File: src/rtl/gmii_tx_pkg.sv
// Shared types and constants for the GMII frame transmit path and its CRC32 step.
package gmii_tx_pkg;

  typedef enum logic [2:0] {
    ST_IDLE,
    ST_PREAMBLE,
    ST_SFD,
    ST_PAYLOAD,
    ST_PAD,
    ST_FCS,
    ST_IFG
  } tx_state_t;

  localparam logic [7:0]  PREAMBLE_BYTE  = 8'h55;
  localparam logic [7:0]  SFD_BYTE       = 8'hD5;
  localparam int unsigned PREAMBLE_LEN   = 7;

  localparam logic [31:0] CRC_INIT       = 32'hFFFF_FFFF;
  localparam logic [31:0] CRC_POLY       = 32'hEDB8_8320;

  localparam int unsigned IFG_CYCLES_DEF = 12;

endpackage

File: src/rtl/crc32_d8.sv
// Ethernet CRC32 (reflected), one byte per enabled cycle; register holds the
// running remainder, the caller applies the final inversion.
module crc32_d8
  import gmii_tx_pkg::*;
(
  input  logic        rd_clk,
  input  logic        rst_n,
  input  logic        crc_init,
  input  logic        crc_en,
  input  logic [7:0]  data,
  output logic [31:0] crc
);

  logic [31:0] crc_next;

  always_comb begin
    crc_next = crc ^ {24'h0, data};
    for (int unsigned i = 0; i < 8; i++) begin
      crc_next = crc_next[0] ? ((crc_next >> 1) ^ CRC_POLY) : (crc_next >> 1);
    end
  end

  always_ff @(posedge rd_clk or negedge rst_n) begin
    if (!rst_n) begin
      crc <= CRC_INIT;
    end else if (crc_init) begin
      crc <= CRC_INIT;
    end else if (crc_en) begin
      crc <= crc_next;
    end
  end

endmodule

File: src/rtl/gmii_frame_tx.sv
// GMII frame transmitter: preamble/SFD, buffered payload, optional zero pad,
// CRC32 FCS and inter-frame gap. Padding compiled in with GMII_FRAME_TX_PAD_EN.
module gmii_frame_tx
  import gmii_tx_pkg::*;
#(
  parameter int unsigned MAX_BYTES   = 1500,
  parameter int unsigned IFG_CYCLES  = IFG_CYCLES_DEF,
  parameter int unsigned MIN_PAYLOAD = 46
) (
  input  logic        rd_clk,
  input  logic        rst_n,
  input  logic        tx_start_en,
  input  logic [15:0] tx_byte_num,
  output logic        tx_req,
  input  logic [7:0]  tx_data,
  output logic        tx_done,
  output logic        tx_busy,
  output logic        gmii_tx_en,
  output logic [7:0]  gmii_txd
);

  localparam logic [15:0] MAX_N    = 16'(MAX_BYTES);
  localparam logic [3:0]  PRE_LAST = 4'(PREAMBLE_LEN - 1);
  localparam logic [3:0]  IFG_LAST = 4'(IFG_CYCLES - 1);
`ifdef GMII_FRAME_TX_PAD_EN
  localparam logic [15:0] PAD_MIN  = 16'(MIN_PAYLOAD);
  localparam logic [15:0] PAD_LAST = 16'(MIN_PAYLOAD - 1);
`endif

  if (MIN_PAYLOAD > MAX_BYTES || IFG_CYCLES < 1 || IFG_CYCLES > 16 ||
      MAX_BYTES < 1 || MAX_BYTES > 65535) begin : g_bad_cfg
    $error("gmii_frame_tx: unsupported parameter set");
  end

  tx_state_t   state, state_next;
  logic [15:0] n_q, n_next;
  logic [15:0] cnt_q, cnt_next;
  logic [3:0]  phase_q, phase_next;
  logic        crc_init, crc_en;
  logic [7:0]  crc_data;
  logic [31:0] crc_q, fcs;
  logic        en_next, done_next, busy_next, last_byte;
  logic [7:0]  txd_next;

  crc32_d8 u_crc (
    .rd_clk   (rd_clk),
    .rst_n    (rst_n),
    .crc_init (crc_init),
    .crc_en   (crc_en),
    .data     (crc_data),
    .crc      (crc_q)
  );

  // FSM state in cycle c selects what lands on the GMII register at edge c+1;
  // tx_req leads the payload by one cycle so tx_data is valid in PAYLOAD.
  always_comb begin
    state_next = state;
    n_next     = n_q;
    cnt_next   = cnt_q;
    phase_next = phase_q;
    crc_init   = 1'b0;
    crc_en     = 1'b0;
    crc_data   = tx_data;
    en_next    = 1'b0;
    txd_next   = '0;
    done_next  = 1'b0;
    tx_req     = 1'b0;
    last_byte  = (cnt_q == n_q - 16'd1);
    fcs        = ~crc_q;

    unique case (state)
      ST_IDLE: begin
        if (tx_start_en && !tx_busy) begin
          n_next     = (tx_byte_num > MAX_N) ? MAX_N : tx_byte_num;
          cnt_next   = '0;
          phase_next = '0;
          crc_init   = 1'b1;
          state_next = (n_next == '0) ? ST_IFG : ST_PREAMBLE;
        end
      end
      ST_PREAMBLE: begin
        en_next    = 1'b1;
        txd_next   = PREAMBLE_BYTE;
        phase_next = phase_q + 4'd1;
        if (phase_q == PRE_LAST) state_next = ST_SFD;
      end
      ST_SFD: begin
        en_next    = 1'b1;
        txd_next   = SFD_BYTE;
        tx_req     = 1'b1;
        state_next = ST_PAYLOAD;
      end
      ST_PAYLOAD: begin
        en_next  = 1'b1;
        txd_next = tx_data;
        crc_en   = 1'b1;
        cnt_next = cnt_q + 16'd1;
        tx_req   = !last_byte;
        if (last_byte) begin
          phase_next = '0;
`ifdef GMII_FRAME_TX_PAD_EN
          state_next = (n_q < PAD_MIN) ? ST_PAD : ST_FCS;
`else
          state_next = ST_FCS;
`endif
        end
      end
`ifdef GMII_FRAME_TX_PAD_EN
      ST_PAD: begin
        en_next  = 1'b1;
        txd_next = '0;
        crc_data = '0;
        crc_en   = 1'b1;
        cnt_next = cnt_q + 16'd1;
        if (cnt_q == PAD_LAST) state_next = ST_FCS;
      end
`endif
      ST_FCS: begin
        en_next    = 1'b1;
        txd_next   = fcs[{phase_q[1:0], 3'b000} +: 8];
        phase_next = phase_q + 4'd1;
        if (phase_q == 4'd3) begin
          phase_next = '0;
          state_next = ST_IFG;
        end
      end
      ST_IFG: begin
        phase_next = phase_q + 4'd1;
        if (phase_q == IFG_LAST) begin
          state_next = ST_IDLE;
          done_next  = 1'b1;
        end
      end
      default: state_next = ST_IDLE;
    endcase

    busy_next = (state_next != ST_IDLE) || done_next;
  end

  always_ff @(posedge rd_clk or negedge rst_n) begin
    if (!rst_n) begin
      state      <= ST_IDLE;
      n_q        <= '0;
      cnt_q      <= '0;
      phase_q    <= '0;
      gmii_tx_en <= 1'b0;
      gmii_txd   <= '0;
      tx_done    <= 1'b0;
      tx_busy    <= 1'b0;
    end else begin
      state      <= state_next;
      n_q        <= n_next;
      cnt_q      <= cnt_next;
      phase_q    <= phase_next;
      gmii_tx_en <= en_next;
      gmii_txd   <= txd_next;
      tx_done    <= done_next;
      tx_busy    <= busy_next;
    end
  end

endmodule

File: config.mk
export PLATFORM = sky130hd
export DESIGN_NAME = gmii_frame_tx
export DESIGN_NICKNAME = d
export VERILOG_FILES = /design/src/rtl/gmii_tx_pkg.sv /design/src/rtl/crc32_d8.sv /design/src/rtl/gmii_frame_tx.sv
export SDC_FILE = /design/constraint.sdc
export NUM_CORES = 1
export LEC_CHECK = 0
export CORE_MARGIN = 4
export CORE_UTILIZATION = 46
export DETAILED_ROUTE_END_ITERATION = 16
export HOLD_SLACK_MARGIN = 0.03
export PLACE_DENSITY = 0.77
export SLEW_MARGIN = 20
export SYNTH_ARGS = -nofsm -noshare
export SYNTH_HDL_FRONTEND = slang
export SYNTH_SLANG_ARGS = --single-unit
File: constraint.sdc
create_clock -name rd_clk -period 3.4 [get_ports rd_clk]
set_input_delay 1.02 -clock rd_clk [delete_from_list [all_inputs] [get_ports rd_clk]]
set_output_delay 1.02 -clock rd_clk [all_outputs]
set_load 0.02 [all_outputs]
## Word level (Yosys, flattened, before mapping)

Index checks and enable logic that the tools add are counted.

| storage, ports and cells | value |
|---|---|
| bits in registers | 82 |
| input port bits | 27 |
| output and inout port bits | 12 |
| word-level logic and storage cells | 82 |

| operators by class | value |
|---|---|
| add/subtract/negate cells | 3 |
| order comparisons | 1 |
| equality and inequality tests | 11 |
| shift-type cells | 1 |
| multiplexer cells | 32 |
| bitwise gates (word level) | 10 |
| reductions and logical operators | 15 |

Operators by type and width:

| operator | number |
|---|---|
| $mux W32 | 10 |
| $not A13 Y14 | 8 |
| $mux W16 | 2 |
| $not A32 Y32 | 1 |
| $pmux W16 S2 | 1 |
| $pmux W8 S4 | 1 |
| $shiftx A32 B6 Y8 | 1 |
| $xor A32 B8 Y32 | 1 |
| $mux W3 | 6 |
| $pmux W3 S6 | 1 |
| $add A16 B1 Y16 const B | 1 |
| $eq A16 B16 Y1 | 1 |
| $gt A16 B11 Y1 const B | 1 |
| $logic_not A16 Y1 | 1 |
| $pmux W4 S4 | 1 |
| $sub A16 B1 Y16 const B | 1 |
| $mux W4 | 3 |
| $eq A3 B2 Y1 const B | 2 |
| $eq A3 B3 Y1 const B | 2 |
| $mux W1 | 6 |
| $add A4 B1 Y4 const B | 1 |
| $eq A4 B2 Y1 const B | 1 |
| $eq A4 B3 Y1 const B | 1 |
| $eq A4 B4 Y1 const B | 1 |
| 14 further kinds | 18 |

## Logic depth before layout (Yosys ltp)

Gate-level depths: netlist of run 1.

| logic depth | value |
|---|---|
| word-level depth | 19 |
| mapped depth | 9 |
| mapped depth without buffers | 8 |

## Modules after synthesis

A second synthesis of run 1 with hierarchy kept.

| second synthesis, totals | value |
|---|---|
| cells, all modules | 497 |
| area total of the unflattened synthesis | 5046.1 um^2 |

Modules (own cells, without submodules):

| module | instances | cells an instance | area an instance (um^2) | seq. area each (um^2) |
|---|---|---|---|---|
| gmii_frame_tx | 1 | 305 | 2967.8 | 1251.2 |
| crc32_d8 | 1 | 192 | 2078.2 | 840.8 |

## Worst setup path before layout of run 1

Ideal clock, no wire load.

| timing | value |
|---|---|
| path kind | register -> output |
| from | register n_q[0] |
| to | output tx_req |
| arrival | 2.439 ns |
| required time | 2.380 ns |
| slack | -0.059 ns |
| stages on the path, launching flop included | 9 |
| buffers on the path | 0 |
| cells stage by stage | dfrtp_1 -> inv_1 -> ha_1 -> or4b_4 -> or3_1 -> and4b_1 -> o221ai_2 -> nor4b_4 -> a21oi_1 |

| on the way | value |
|---|---|
| cells in the longest elaborated chain, start to end | 4 |

Ends and longest elaborated chain:

| item | line | text |
|---|---|---|
| start: declaration | gmii_frame_tx.sv:36 | `logic [15:0] n_q, n_next;` |
| start signal: assignment | gmii_frame_tx.sv:152 | `n_q <= n_next;` |
| $sub A16 B1 Y16 | gmii_frame_tx.sv:68 | `last_byte = (cnt_q == n_q - 16'd1);` |
| $eq A16 B16 Y1 | gmii_frame_tx.sv:68 |  |
| $logic_not A1 Y1 | gmii_frame_tx.sv:98 | `tx_req = !last_byte;` |
| $pmux W1 S2 | gmii_frame_tx.sv:71 | `unique case (state)` |
| end: declaration | gmii_frame_tx.sv:14 | `output logic tx_req,` |

No other way between the ends.

## Final worst setup path of run 1

| timing | value |
|---|---|
| from | register n_q[1] |
| to | output tx_req |

Same word-level chain as after synthesis.

==> results of run 1 <==
==> critical path, delay by kind of cell (launching register included) <==
kind | cells | cell delay (ns)
AND/OR/NAND/NOR | 3 | 1.17
AO/OA/AOI/OAI | 3 | 0.55
flip-flops | 1 | 0.39
adder cells (fa/ha/maj) | 1 | 0.13
buffers and inverters | 2 | 0.22
==> worst paths after layout <==
| kind | startpoint | endpoint | slack [ns] | depth (start not counted) |
|---|---|---|---|---|
| max in group asynchronous | rst_n | phase_q[3] | 2.19 | 1 |
| hold reg to reg | cnt_q[15] | cnt_q[15] | 0.52 | 1 |
| setup / recovery | n_q[1] | tx_req | -0.44 | 9 |
| setup reg to reg | n_q[1] | state[1] | 0.62 | 11 |
| min in group asynchronous | rst_n | n_q[9] | 0.69 | 1 |
| hold / removal | cnt_q[15] | cnt_q[15] | 0.52 | 1 |
==> placed cells by master (no fill, tap or decap), types with 4 or more instances in the layout <==
cell             netlist  layout
xor2_1                29      29
dfstp_2               32      32
clkbuf_8               0      11
and2_1                 7       7
a22oi_1                8       8
a31oi_1                4       4
and3_1                 8       8
nor4_1                 6       5
o22a_1                 6       6
nand2b_1               4       4
nand4_1                5       5
a21oi_1               23      22
clkdlybuf4s50_1        0      36
nor3_1                15      15
a221oi_1               4       4
nor2_1                34      33
o21ai_0               29      29
mux4_2                 8       8
o211ai_1              16      16
nand2_1               43      43
buf_4                  0      46
nor2b_1                6       6
inv_1                 10       8
mux2i_1                7       7
xnor2_1               59      59
nand3_1               16      16
dfrtp_1               50      50
o22ai_1                5       5
==> routing by layer <==
layer / vias to the layer above / global-route usage [%] / wire, um
li1: 1907 / - / -
met1: 2057 / 28.2 / 5640
met2: 110 / 33.1 / 6020
met3: 13 / 2.77 / 497
met4: 0 / 4.87 / 130
met5: - / 0 / 0
==> area by class of cell <==
class | count | share of cell area [%]
timing repair buffer | 84 | 12.2
tap | 136 | 2.85
sequential | 82 | 35.0
multi-input combinational | 380 | 46.0
inverter | 10 | 0.629
clock inverter | 3 | 0.293
clock buffer | 13 | 3.02
==> metrics by stage <==
stage          total power [mW]  worst slack, ns
2_1_floorplan              4.66           0.0150
3_3_place_gp               5.55           -0.429
3_5_place_dp               5.68           -0.475
4_1_cts                    6.42           -0.393
5_1_grt                    6.92           -0.544
6_report                   6.46           -0.436
==> cell families after synthesis <==
family | count (synthesis) | synth area share, %
buffers and inverters | 33 | 2.51
xor gates and xnor gates | 89 | 16.0
AOI/OAI and AO/OA | 112 | 15.4
adders and majority gates | 4 | 1.02
muxes | 16 | 5.38
DFF | 82 | 42.4
and+or+nand+nor | 159 | 17.3
==> repair_timing <==
item,CTS,global route
setup buffers,1,2
gates resized for setup,6,6
endpoints found under the setup margin,1,1
pin swaps,2,6
hold buffers,0,0
==> registers in the layout, summed over array words and instances (netlist names) <==
signal	count
gmii_txd	8
state	3
tx_done	1
tx_busy	1
cnt_q	16
n_q	16
u_crc.crc	32
gmii_tx_en	1
phase_q	4
==> power by group through the flow <==
stage | logic (mW) | clock network (mW) | registers [mW]
2_1_floorplan | 2.81 | 0 | 1.85
3_3_place_gp | 3.62 | 0 | 1.93
3_5_place_dp | 3.72 | 0 | 1.96
4_1_cts | 3.76 | 0.720 | 1.94
5_1_grt | 4.14 | 0.765 | 2.01
6_report | 3.79 | 0.718 | 1.95
==> results.json, run 1 <==
{
  "status": "finished with violations",
  "failed_checks": "negative setup slack",
  "worstPathArrival_ns": 2.82,
  "finalCritPeriodShare_pct": 113,
  "final_util_pct": 57.6,
  "ys_seq_area_share_pct": 42.4,
  "multiInputGateArea_um2": 2750,
  "synthToLayoutAreaGrowth_pct": 21.1,
  "end_kind": "primary output",
  "swShare_pct": 41.6,
  "numCtsBuffers": 9,
  "die_h_um": 112,
  "area.sequential_um2": 2090,
  "synth_top_area_cell": "dfrtp_1",
  "internal-power_mw": 3.77,
  "drc": 0,
  "path_max_fanout": 3,
  "cts_sinks": 82,
  "clk_path_buf_depth": 2,
  "pin_count": 39,
  "core_area_um2": 10400,
  "yosys_most_used_dff": "dfrtp_1",
  "postPlaceCellArea_um2": 5720,
  "nNetsFinal": 598,
  "port-buffer-count": 38,
  "fin_tns_setup_ns": -0.436,
  "gp_congestion": 0.882,
  "fp.dieArea_um2": 12400,
  "grt_max_degree": 83,
  "drive_gt1_share_pct": 21.5,
  "antennaDiodeCount": 0,
  "sequentialPowerShare_pct": 30.1,
  "rsz0062_at_grt": "true",
  "post-route-cell-area_um2": 5970,
  "hold_violations": 0,
  "cts-root-buf": "clkbuf_8",
  "hold_path_class": "flip-flop to flip-flop",
  "syn_area_um2": 4930,
  "cp_cell_sequence": "inv_2 -> ha_4 -> or4b_4 -> or3_4 -> a311oi_2 -> o221ai_2 -> nor4b_4 -> a21oi_2 -> buf_6",
  "antenna_found_initial": 0,
  "leakage_nw": 2.39,
  "cp.required_ns": 2.38,
  "tritoncts": "done",
  "power_density_nw_per_um2": 1080,
  "crit_slowest_cell": "or4b_4",
  "synthTopCellsByCount": "xnor2_1 (59), dfrtp_1 (50), nand2_1 (43)",
  "report.final.setup_viol": 1,
  "synthMostInstantiatedCell": "xnor2_1",
  "ys_ff_latch": 82,
  "drtIter0Drc": 409,
  "power.switching_mw": 2.69,
  "vias_per_cell": 5.77,
  "die_w_um": 112,
  "drt_pre_antenna_iters": 5,
  "synthArstFlopShare_pct": 100,
  "synth_edf_count": 0,
  "grt_overflow": 0,
  "crit_type": "flip-flop to primary output",
  "final.fill_count": 878,
  "critPathMaxStageDelay_ns": 0.48,
  "ant_nets": 0,
  "ys_top_cells_by_area": "dfrtp_1 (25%), dfstp_2 (17%), xnor2_1 (10%), xor2_1 (5.2%), mux4_2 (3.7%)",
  "routed_wl_um": 12300,
  "syn_nets": 526,
  "relSlewSlack_pct": 50.7,
  "vias": 4087,
  "yosys_warnings": 0,
  "avgSynthCellArea_um2": 9.96,
  "period_minus_slack_ns": 3.84,
  "clock_latency_ns": 0.36,
  "drv_slew": 0,
  "wire_per_inst_um": 17.3,
  "grt_pass1_wl_um": 20600,
  "first_global_vias": 4106,
  "tightest_slew_ns": 0.739,
  "dp_hpwl_um": 8780,
  "clockPowerShare_pct": 11.1,
  "htree_levels": 3,
  "syn_inst": 495,
  "fmax_mhz": 261,
  "worst_slack_ns": -0.436,
  "start_util_pct": 47.6,
  "hold_ws_ns": 0.519,
  "synth.distinct_cells": 53,
  "stdcell_count": 708,
  "max-cap-violations": 0,
  "ir_drop_mv": 0.582,
  "start_kind": "flip-flop",
  "finalClockSkew_ns": 0.0211,
  "dp.cells": 689,
  "rows": 37,
  "synth_top_area_share_pct": 25.4,
  "grt_use_total_pct": 20.1,
  "clk_pin_slew_ns": 0.10,
  "comb_power_share_pct": 58.7
}
No activity file was read; power rests on OpenSTA's default activity.
==> run 2, diff against run 1 <==
--- a/config.mk
+++ b/config.mk
@@ -10,6 +10,7 @@
 export DETAILED_ROUTE_END_ITERATION = 16
 export HOLD_SLACK_MARGIN = 0.03
 export PLACE_DENSITY = 0.77
+export SETUP_SLACK_MARGIN = 0.05
 export SLEW_MARGIN = 20
 export SYNTH_ARGS = -nofsm -noshare
 export SYNTH_HDL_FRONTEND = slang
==> results.json, run 2 (synthesized netlist as in run 1, its figures left out) <==
{
  "rows": 37,
  "reg_top3": "u_crc.crc: 32 flops, cnt_q: 16 flops, n_q: 16 flops",
  "drive_gt1_share_pct": 21.6,
  "die_w_um": 112,
  "port-buffer-count": 38,
  "synthToLayoutAreaGrowth_pct": 21.8,
  "dp.cells": 688,
  "routed_wl_um": 12200,
  "leakage_nw": 2.41,
  "worstPathArrival_ns": 2.79,
  "clk_pin_slew_ns": 0.08,
  "first_global_vias": 3993,
  "final_cell_mix": "xnor2_1 (59), dfrtp_1 (50), buf_4 (49), nand2_1 (43), clkdlybuf4s50_1 (36)",
  "grt_pass1_wl_um": 20100,
  "ant_nets": 0,
  "cts_sinks": 82,
  "wire_per_inst_um": 17.2,
  "drv_slew": 0,
  "power_density_nw_per_um2": 1090,
  "vias": 4036,
  "grt_use_total_pct": 19.8,
  "die_h_um": 112,
  "start_kind": "flip-flop",
  "antennaDiodeCount": 0,
  "cp.required_ns": 2.38,
  "path_max_fanout": 2,
  "grt_overflow": 0,
  "worst_slack_ns": -0.414,
  "finalCritPeriodShare_pct": 112,
  "finalPower_mw": 6.53,
  "drc": 0,
  "report.final.setup_viol": 1,
  "rsz0062_at_grt": "true",
  "top_register": "u_crc.crc",
  "antenna_found_initial": 0,
  "fin_tns_setup_ns": -0.414,
  "final.fill_count": 859,
  "largest_register_ffs": 32,
  "end_kind": "primary output",
  "fmax_mhz": 262,
  "core_area_um2": 10400,
  "pin_count": 39,
  "nNetsFinal": 600,
  "tritoncts": "done",
  "max-cap-violations": 0,
  "period_minus_slack_ns": 3.81,
  "drt_pre_antenna_iters": 5,
  "failed_checks": "negative setup slack",
  "htree_levels": 3,
  "tightest_slew_ns": 0.730,
  "dp_hpwl_um": 8670,
  "relSlewSlack_pct": 51.3,
  "clock_latency_ns": 0.35,
  "numCtsBuffers": 9,
  "clk_path_buf_depth": 2,
  "finalClockSkew_ns": 0.00908,
  "start_util_pct": 47.6,
  "status": "finished with violations",
  "stdcell_count": 710,
  "hold_path_class": "flip-flop to flip-flop",
  "fp.dieArea_um2": 12400,
  "ctsHoldBuffers": 0,
  "gp_congestion": 0.895,
  "crit_type": "flip-flop to primary output",
  "cts-root-buf": "clkbuf_8",
  "drtIter0Drc": 387,
  "vias_per_cell": 5.68,
  "ir_drop_mv": 0.649,
  "grt_max_degree": 83,
  "final_util_pct": 57.9,
  "hold_violations": 0,
  "final_common_cell": "xnor2_1"
}
-- run 2: area by class of cell --
class / count / area (um^2) / share of cell area (%)
Clock inverter: 3 / 41.3 / 0.687
Timing Repair Buffer: 86 / 739 / 12.3
Sequential cell: 82 / 2090 / 34.8
Multi-Input combinational cell: 380 / 2750 / 45.7
Inverter: 10 / 37.5 / 0.625
Clock buffer: 13 / 181 / 3.02
Tap cell: 136 / 170 / 2.83
-- run 2: metal layers --
metal | up-vias | routed length, um | global-route usage [%]
met5 | - | 0 | 0
met4 | 0 | 136 | 5.19
met3 | 13 | 513 | 2.93
met2 | 117 | 5900 | 31.5
met1 | 1997 | 5690 | 28.4
li1 | 1909 | - | -
-- run 2: where the power goes --
part	leakage (nW)	internal, mW	switching, mW	total (mW)
Combinational	1.34	1.89	1.91	3.80
Sequential	0.949	1.54	0.403	1.95
Clock	0.114	0.429	0.359	0.788
-- run 2: repair_timing --
item	in CTS	in global routing
pin swaps	7	4
buffers inserted	4	2
setup endpoints to repair	1	1
gates resized for setup	8	3
-- run 2: worst max-delay path: stages (launching register included) --
cell and delay [ns]:
dfrtp_1 0.40, inv_2 0.09, ha_4 0.12, or4b_4 0.48
or3_4 0.35, a311oi_2 0.23, o221ai_2 0.18, nor4b_4 0.33
a21oi_2 0.09, buf_4 0.17
-- run 2: through the flow --
step | cell area, um^2 | setup WS (ns) | hold WS (ns)
3_3_place_gp | 5710 | -0.364 | 0.479
2_1_floorplan | 4930 | 0.0706 | 0.465
3_5_place_dp | 5710 | -0.445 | 0.496
6_report | 6010 | -0.414 | 0.497
5_1_grt | 6010 | -0.499 | 0.523
4_1_cts | 5970 | -0.455 | 0.506
-- run 2: path summary, 6_finish.rpt --
kind	from	endpoint	slack (ns)	depth (start not counted)
worst max-delay path	n_q[0]	tx_req	-0.41	9
worst min-delay path	cnt_q[15]	cnt_q[15]	0.50	1
worst max register to register	n_q[0]	state[1]	0.65	11
worst min register to register	cnt_q[15]	cnt_q[15]	0.50	1
max in group asynchronous	rst_n	cnt_q[8]	2.20	1
min in group asynchronous	rst_n	n_q[1]	0.70	1
==> run 3, diff against run 2 <==
--- a/config.mk
+++ b/config.mk
@@ -5,6 +5,7 @@
 export SDC_FILE = /design/constraint.sdc
 export NUM_CORES = 1
 export LEC_CHECK = 0
+export ABC_CLOCK_PERIOD_IN_PS = 3400
 export CORE_MARGIN = 4
 export CORE_UTILIZATION = 46
 export DETAILED_ROUTE_END_ITERATION = 16
==> results of run 3 <==
Same layout as run 2: the final DEF is identical, and so are final timing and power.
